$ cat src/rtl/mac_pkg.sv
// Shared constants and FSM encoding for the mac operand feeder and mac.
package mac_pkg;
  localparam int WIDTH_DEF   = 16;
  localparam int MAC_LAT_DEF = 1;

  typedef enum logic [2:0] {
    S_IDLE   = 3'd0,
    S_CLEAR  = 3'd1,
    S_STREAM = 3'd2,
    S_DRAIN  = 3'd3,
    S_HOLD   = 3'd4
  } state_e;
endpackage

$ cat src/rtl/mac_operand_buf.sv
// Operand pair register file: one sync write, one async read, sync clear.
module mac_operand_buf
  import mac_pkg::*;
#(
  parameter int WIDTH = WIDTH_DEF,
  parameter int DEPTH = 8,
  parameter int AW    = $clog2(DEPTH)
) (
  input  logic             clk,
  input  logic             clr,
  input  logic             we,
  input  logic [AW-1:0]    waddr,
  input  logic [WIDTH-1:0] wdata_in,
  input  logic [WIDTH-1:0] wdata_w,
  input  logic [AW-1:0]    raddr,
  output logic [WIDTH-1:0] rdata_in,
  output logic [WIDTH-1:0] rdata_w
);
  logic [2*WIDTH-1:0] mem_q [DEPTH];
  logic [2*WIDTH-1:0] mem_d [DEPTH];

  always_comb begin
    mem_d = mem_q;
    if (we) mem_d[waddr] = {wdata_in, wdata_w};
  end

  always_ff @(posedge clk) begin
    if (clr) begin
      for (int i = 0; i < DEPTH; i++) mem_q[i] <= '0;
    end else begin
      mem_q <= mem_d;
    end
  end

  assign rdata_in = mem_q[raddr][2*WIDTH-1:WIDTH];
  assign rdata_w  = mem_q[raddr][WIDTH-1:0];
endmodule

$ cat src/rtl/mac_operand_feeder.sv
// Streams buffered operand pairs into a mac and returns the dot product.
module mac_operand_feeder
  import mac_pkg::*;
#(
  parameter int WIDTH   = WIDTH_DEF,
  parameter int DEPTH   = 8,
  parameter int MAC_LAT = mac_pkg::MAC_LAT_DEF,
  parameter int AW      = $clog2(DEPTH),
  parameter int LW      = $clog2(DEPTH + 1)
) (
  input  logic             clk,
  input  logic             rst,
  input  logic             wr_en,
  input  logic [AW-1:0]    wr_addr,
  input  logic [WIDTH-1:0] wr_in,
  input  logic [WIDTH-1:0] wr_w,
  input  logic [LW-1:0]    len,
  input  logic             start,
  output logic             busy,
  output logic [WIDTH-1:0] mac_a,
  output logic [WIDTH-1:0] mac_b,
  output logic             mac_rstb,
  input  logic [WIDTH-1:0] mac_out,
  output logic             res_valid,
  input  logic             res_ready,
  output logic [WIDTH-1:0] res_data
);
  localparam int DW = (MAC_LAT > 1) ? $clog2(MAC_LAT) : 1;

  state_e           state_q, state_d;
  logic [AW-1:0]    idx_q, idx_d;
  logic [LW-1:0]    len_q, len_d;
  logic [DW-1:0]    drain_q, drain_d;
  logic             busy_q, busy_d;
  logic [WIDTH-1:0] mac_a_q, mac_a_d;
  logic [WIDTH-1:0] mac_b_q, mac_b_d;
  logic             mac_rstb_q, mac_rstb_d;
  logic             res_valid_q, res_valid_d;
  logic [WIDTH-1:0] res_data_q, res_data_d;
  logic [WIDTH-1:0] rd_in, rd_w;
  logic             len_ok;

  mac_operand_buf #(
    .WIDTH(WIDTH),
    .DEPTH(DEPTH),
    .AW   (AW)
  ) u_buf (
    .clk     (clk),
    .clr     (rst),
    .we      (wr_en && (state_q == S_IDLE)),
    .waddr   (wr_addr),
    .wdata_in(wr_in),
    .wdata_w (wr_w),
    .raddr   (idx_d),
    .rdata_in(rd_in),
    .rdata_w (rd_w)
  );

  assign len_ok = (len != '0) && (len <= LW'(DEPTH));

  always_comb begin
    state_d     = state_q;
    idx_d       = idx_q;
    len_d       = len_q;
    drain_d     = drain_q;
    res_valid_d = res_valid_q;
    res_data_d  = res_data_q;
    unique case (state_q)
      S_IDLE: begin
        if (start && len_ok) begin
          len_d   = len;
          state_d = S_CLEAR;
        end
      end
      S_CLEAR: begin
        idx_d   = '0;
        state_d = S_STREAM;
      end
      S_STREAM: begin
        if (LW'(idx_q) == len_q - 1'b1) begin
          drain_d = '0;
          state_d = S_DRAIN;
        end else begin
          idx_d = idx_q + 1'b1;
        end
      end
      S_DRAIN: begin
        if (drain_q == DW'(MAC_LAT - 1)) begin
          res_data_d  = mac_out;
          res_valid_d = 1'b1;
          state_d     = S_HOLD;
        end else begin
          drain_d = drain_q + 1'b1;
        end
      end
      S_HOLD: begin
        if (res_ready) begin
          res_valid_d = 1'b0;
          state_d     = S_IDLE;
        end
      end
      default: state_d = S_IDLE;
    endcase
  end

  // outputs are registered from the next state so they line up with it
  always_comb begin
    busy_d     = (state_d != S_IDLE);
    mac_rstb_d = (state_d != S_CLEAR);
    mac_a_d    = '0;
    mac_b_d    = '0;
    if (state_d == S_STREAM) begin
      mac_a_d = rd_in;
      mac_b_d = rd_w;
    end
  end

  always_ff @(posedge clk) begin
    if (rst) begin
      state_q     <= S_IDLE;
      idx_q       <= '0;
      len_q       <= '0;
      drain_q     <= '0;
      busy_q      <= 1'b0;
      mac_a_q     <= '0;
      mac_b_q     <= '0;
      mac_rstb_q  <= 1'b1;
      res_valid_q <= 1'b0;
      res_data_q  <= '0;
    end else begin
      state_q     <= state_d;
      idx_q       <= idx_d;
      len_q       <= len_d;
      drain_q     <= drain_d;
      busy_q      <= busy_d;
      mac_a_q     <= mac_a_d;
      mac_b_q     <= mac_b_d;
      mac_rstb_q  <= mac_rstb_d;
      res_valid_q <= res_valid_d;
      res_data_q  <= res_data_d;
    end
  end

  assign busy      = busy_q;
  assign mac_a     = mac_a_q;
  assign mac_b     = mac_b_q;
  assign mac_rstb  = mac_rstb_q & ~rst;
  assign res_valid = res_valid_q;
  assign res_data  = res_data_q;
endmodule

$ cat config.mk
export PLATFORM = sky130hd
export DESIGN_NAME = mac_operand_feeder
export DESIGN_NICKNAME = d
export VERILOG_FILES = /design/src/rtl/mac_pkg.sv /design/src/rtl/mac_operand_buf.sv /design/src/rtl/mac_operand_feeder.sv
export SDC_FILE = /design/constraint.sdc
export NUM_CORES = 1
export LEC_CHECK = 0
export CAP_MARGIN = 20
export CORE_UTILIZATION = 26
export CTS_BUF_LIST = sky130_fd_sc_hd__clkbuf_8
export CTS_CLUSTER_DIAMETER = 150
export DETAILED_ROUTE_END_ITERATION = 6
export GPL_TIMING_DRIVEN = 0
export MAX_ROUTING_LAYER = met4
export PLACE_DENSITY = 0.5
export SETUP_SLACK_MARGIN = 0.15
export SLEW_MARGIN = 25
export SYNTH_ARGS = -nofsm -noshare
export SYNTH_HDL_FRONTEND = slang
export SYNTH_SLANG_ARGS = --single-unit
$ cat constraint.sdc
create_clock -name clk -period 6.8 [get_ports clk]
set_input_delay 1.02 -clock clk [delete_from_list [all_inputs] [get_ports clk]]
set_output_delay 1.02 -clock clk [all_outputs]
set_load 0.02 [all_outputs]
; ---- Yosys cells after proc, flatten, opt, wreduce, memory -nomap -nowiden
; Index checks and enable logic that the tools add are counted.
; Widths: inputs -> output; s select.
[op_classes]
n_addsub = 3
n_lt_le_gt_ge = 4
n_eq_ne = 10
n_mux = 19
bitwise = 6
n_reduce_logical = 14
[op_table]
columns = operator, count
row1 = $bwmux 256, 1
row2 = $bmux 32 s3, 1
row3 = $demux 32 s3, 1
row4 = $mux 32, 3
row5 = $mux 3, 5
row6 = $pmux 3 s5, 1
row7 = $eq 3x2->1 const B, 3
row8 = $ge 4x4->1 const B, 2
row9 = $not 3->4, 2
row10 = $ne 2x2->1 const B, 3
row11 = $pmux 3 s2, 1
row12 = $reduce_and 2->1, 3
row13 = $eq 3x4->1, 1
row14 = $le 4x4->1 const B, 1
row15 = $logic_and 1x1->1, 4
row16 = $lt 4x1->1 const B, 1
row17 = $mux 1, 4
row18 = $pmux 1 s2, 2
row19 = $reduce_bool 2->1, 2
row20 = $reduce_bool 4->1, 1
row21 = $sub 4x1->4 const B, 1
row22 = $add 3x1->3 const B, 1
row23 = $eq 3x1->1 const B, 1
row24 = $eq 3x3->1 const B, 1
row25 = other kinds (8), 10
[totals]
reg_bits = 318
out_inout_bits = 51

; ---- Longest topological paths before layout
[logic_depth]
ltp_word = 8
mapped_depth = 12
ltp_nobuf = 9

; ---- By module
; A second synthesis with hierarchy kept.
[hier_totals]
cells_unflattened = 1503
area_unflattened_um2 = 13482.9
[modules_own_cells]
columns = module, instances, cells_each, area_per_inst_um2
row1 = mac_operand_buf, 1, 1277, 11264.6
row2 = mac_operand_feeder, 1, 226, 2218.4

; ---- Worst setup path before layout
; OpenSTA, ideal clock, no wires.
[synth_path]
path_type = input -> output
startpoint = input port rst
endpoint = output port mac_rstb
t_arrival_ns = 1.696
setup_slack_ns = 4.084
path_stages = 3
path_cell_list = clkbuf_1 clkbuf_1 nor2b_1
[synth_between]
elab_chain_cells = 2
[synth_lines]
columns = item, line_no
row1 = from (decl), mac_operand_feeder.sv:12  ; input logic rst,
row2 = $not 1->1, mac_operand_feeder.sv:147  ; assign mac_rstb = mac_rstb_q & ~rst;
row3 = $and 1x1->1, mac_operand_feeder.sv:147
row4 = to (decl), mac_operand_feeder.sv:22  ; output logic mac_rstb,
; No other way between the ends.

; ---- Worst setup path in the final report
; Ends and elaborated chain as after synthesis.

==> results.txt <==
clk slew on worst S/H paths = 0.06 ns
crit end category = output pin
Tmin final = 3.72 ns
Syn-to-layout area delta = 19.7%
H-tree lvl count = 2
port bufs = 77
outcome = finished, final reports clean
PwrDens = 238 nW/µm²
Non-Filler Instances = 2625
die area = 53500 µm²
YS warnings = 0
Tot GR Track Use = 19.2%
Finish-stage setup viols = 0
layout net count = 1964
Post-Route WL = 50.5 mm
number of synthesized register bits = 317
synth cell count leaders = nand2_1 (550), dfxtp_1 (317), a21oi_1 (278)
Slew Viols, Final = 0
FFs w/ async S/R, synth = 0%
WL/cell = 19.2 µm
maximum VDD drop = 136 µV
layout cell share with drive strength beyond 1 = 7.61%
drt drc = 0
DP Wirelength = 34.6 mm
chip width = 231 µm
worst endpoint required time = 5.78 ns
FMAX = 269 MHz
syn avg cell area = 7.75 µm²
worst slack at placement = 3.04 ns
RSZ-0062 raised after global routing = false
syn_nets = 1828
post-CTS setup buffers = 0
clock buffer depth = 3
setup TNS = 0 ns
dpl cells = 2523
post-synth top area share = 46.4%
Final period util = 54.7%
first-pass GRT wire length = 76.2 mm
Max-cap violations = 0
sequential area share after synthesis = 46.4%
I/O pin cnt = 111
worst-margin pin slew = 1.04 ns
Starting Density = 26.5%
main area contributors after synthesis = dfxtp_1 (46%), nand2_1 (15%), a21oi_1 (10%)
top-count cell post-synth = nand2_1
post-CTS resize count = 0
Vias/cell = 4.89
DR vias = 12840
Die Y = 231 µm
Clk Latency, worst-skew pair = 0.67 ns
Cell Area, Synth = 13700 µm²
largest net degree at the start of global routing = 15
ANT nets after route = 0
CTS Sinks = 317
Num CTS Buffers = 57
Root Buffer = clkbuf_8
Synth area leader = dfxtp_1
gr ovfl total = 0
Final WS setup = 3.08 ns
Initial DRT Pass Iterations = 5
Post-synth top flop = dfxtp_1
core area = 51600 µm²
Synth cell types = 46
critical path peak fanout = 10
crit path DAT = 2.70 ns
Hold Path Class = flip-flop to flip-flop
CTS tree = built
final hold vios = 0
Std-Cell Rows = 83
post-synthesis cell count = 1766
Clock Skews = 0.0240 ns
EDFF count, synth = 0
worst hold margin = 0.448 ns
Slew Limit Headroom = 30.4%
vias in the first global route = 12552
cts hold-fix bufs = 0
slack of the worst reg-to-reg path = 3.51 ns
Initial DRC Count = 868
static leakage = 5.88 nW
CP Launch Type = primary input
critical path class = primary input to output pin
routability cong. = 0.850
antenna violations before repair = 1
==> critical path, stage by stage <==
cell and delay, ns:
clkbuf_1 0.42, clkbuf_1 0.58, nor2b_1 0.12, clkdlybuf4s50_1 0.56
==> report_power, final <==
part	internal, mW	leakage (nW)	switching (mW)
registers	1.89	2.56	0.0181
clock network	0.896	0.649	0.824
logic	0.0830	2.67	0.179
==> metrics by stage <==
step	power [mW]	utilization (%)	area, µm²
4_1_cts	3.93	31.7	16400
3_3_place_gp	2.21	29.7	15300
3_5_place_dp	2.21	29.7	15300
6_report	3.89	31.7	16400
2_1_floorplan	2.11	-	13700
5_1_grt	4.05	31.7	16400
==> layer usage <==
metal	routed length (µm)	track usage, %	share of wire, %
met4	1800	8.20	3.6
met3	3370	3.37	6.7
met5	0	-	0
met2	23200	30.4	46
met1	22200	24.0	44
==> cell families after synthesis <==
group	Yosys count	synth area share, %
buffers and inverters	187	6.24
multiplexers	36	2.63
XOR/XNOR	5	0.320
AND/OR/NAND/NOR	701	22.0
AO/OA/AOI/OAI	518	22.2
flip-flops	317	46.4
adder cells (fa/ha/maj)	2	0.183
==> layout by cell type, fill, tap and decap left out, types with 4 or more instances in the layout <==
cell type,instances
o21ai_1,79
clkdlybuf4s50_1,77
nand3_1,4
nand2_1,550
clkinv_2,4
a21boi_0,96
and3_1,100
nand3b_1,7
buf_2,51
buf_6,4
clkbuf_1,122
o2111ai_1,32
a21oi_1,278
nor3_1,6
and2_1,4
clkbuf_8,68
inv_1,30
mux2i_1,36
dfxtp_1,317
nor2_1,11
o21ai_0,19
==> registers in the layout, indices dropped and copies added, names as in the netlist <==
name         count
u_buf.mem_q    256
mac_a           16
mac_b           16
res_data        16
len_q            4
idx_q            3
state_q          3
busy             1
mac_rstb_q       1
res_valid        1
==> path summary, 6_finish.rpt <==
kind | end | depth (start not counted) | startpoint
max | mac_rstb | 4 | rst
min | u_buf.mem_q[33]$_SDFFE_PP0P_ | 2 | u_buf.mem_q[33]$_SDFFE_PP0P_
max reg2reg | mac_b[1]$_SDFF_PP0_ | 12 | len_q[0]$_SDFFE_PP0P_
min reg2reg | u_buf.mem_q[33]$_SDFFE_PP0P_ | 2 | u_buf.mem_q[33]$_SDFFE_PP0P_
==> area by class of cell <==
cell class,instances,area (µm²)
timing repair buffer,77,771
clock buffer,68,936
tap,680,851
multi-input combinational,1262,6480
antenna,1,2.50
inverter,3,11.3
buffer,184,842
sequential,317,6350
fill,5524,35200
clock inverter,33,136
Power figures use the tool's default switching activity.
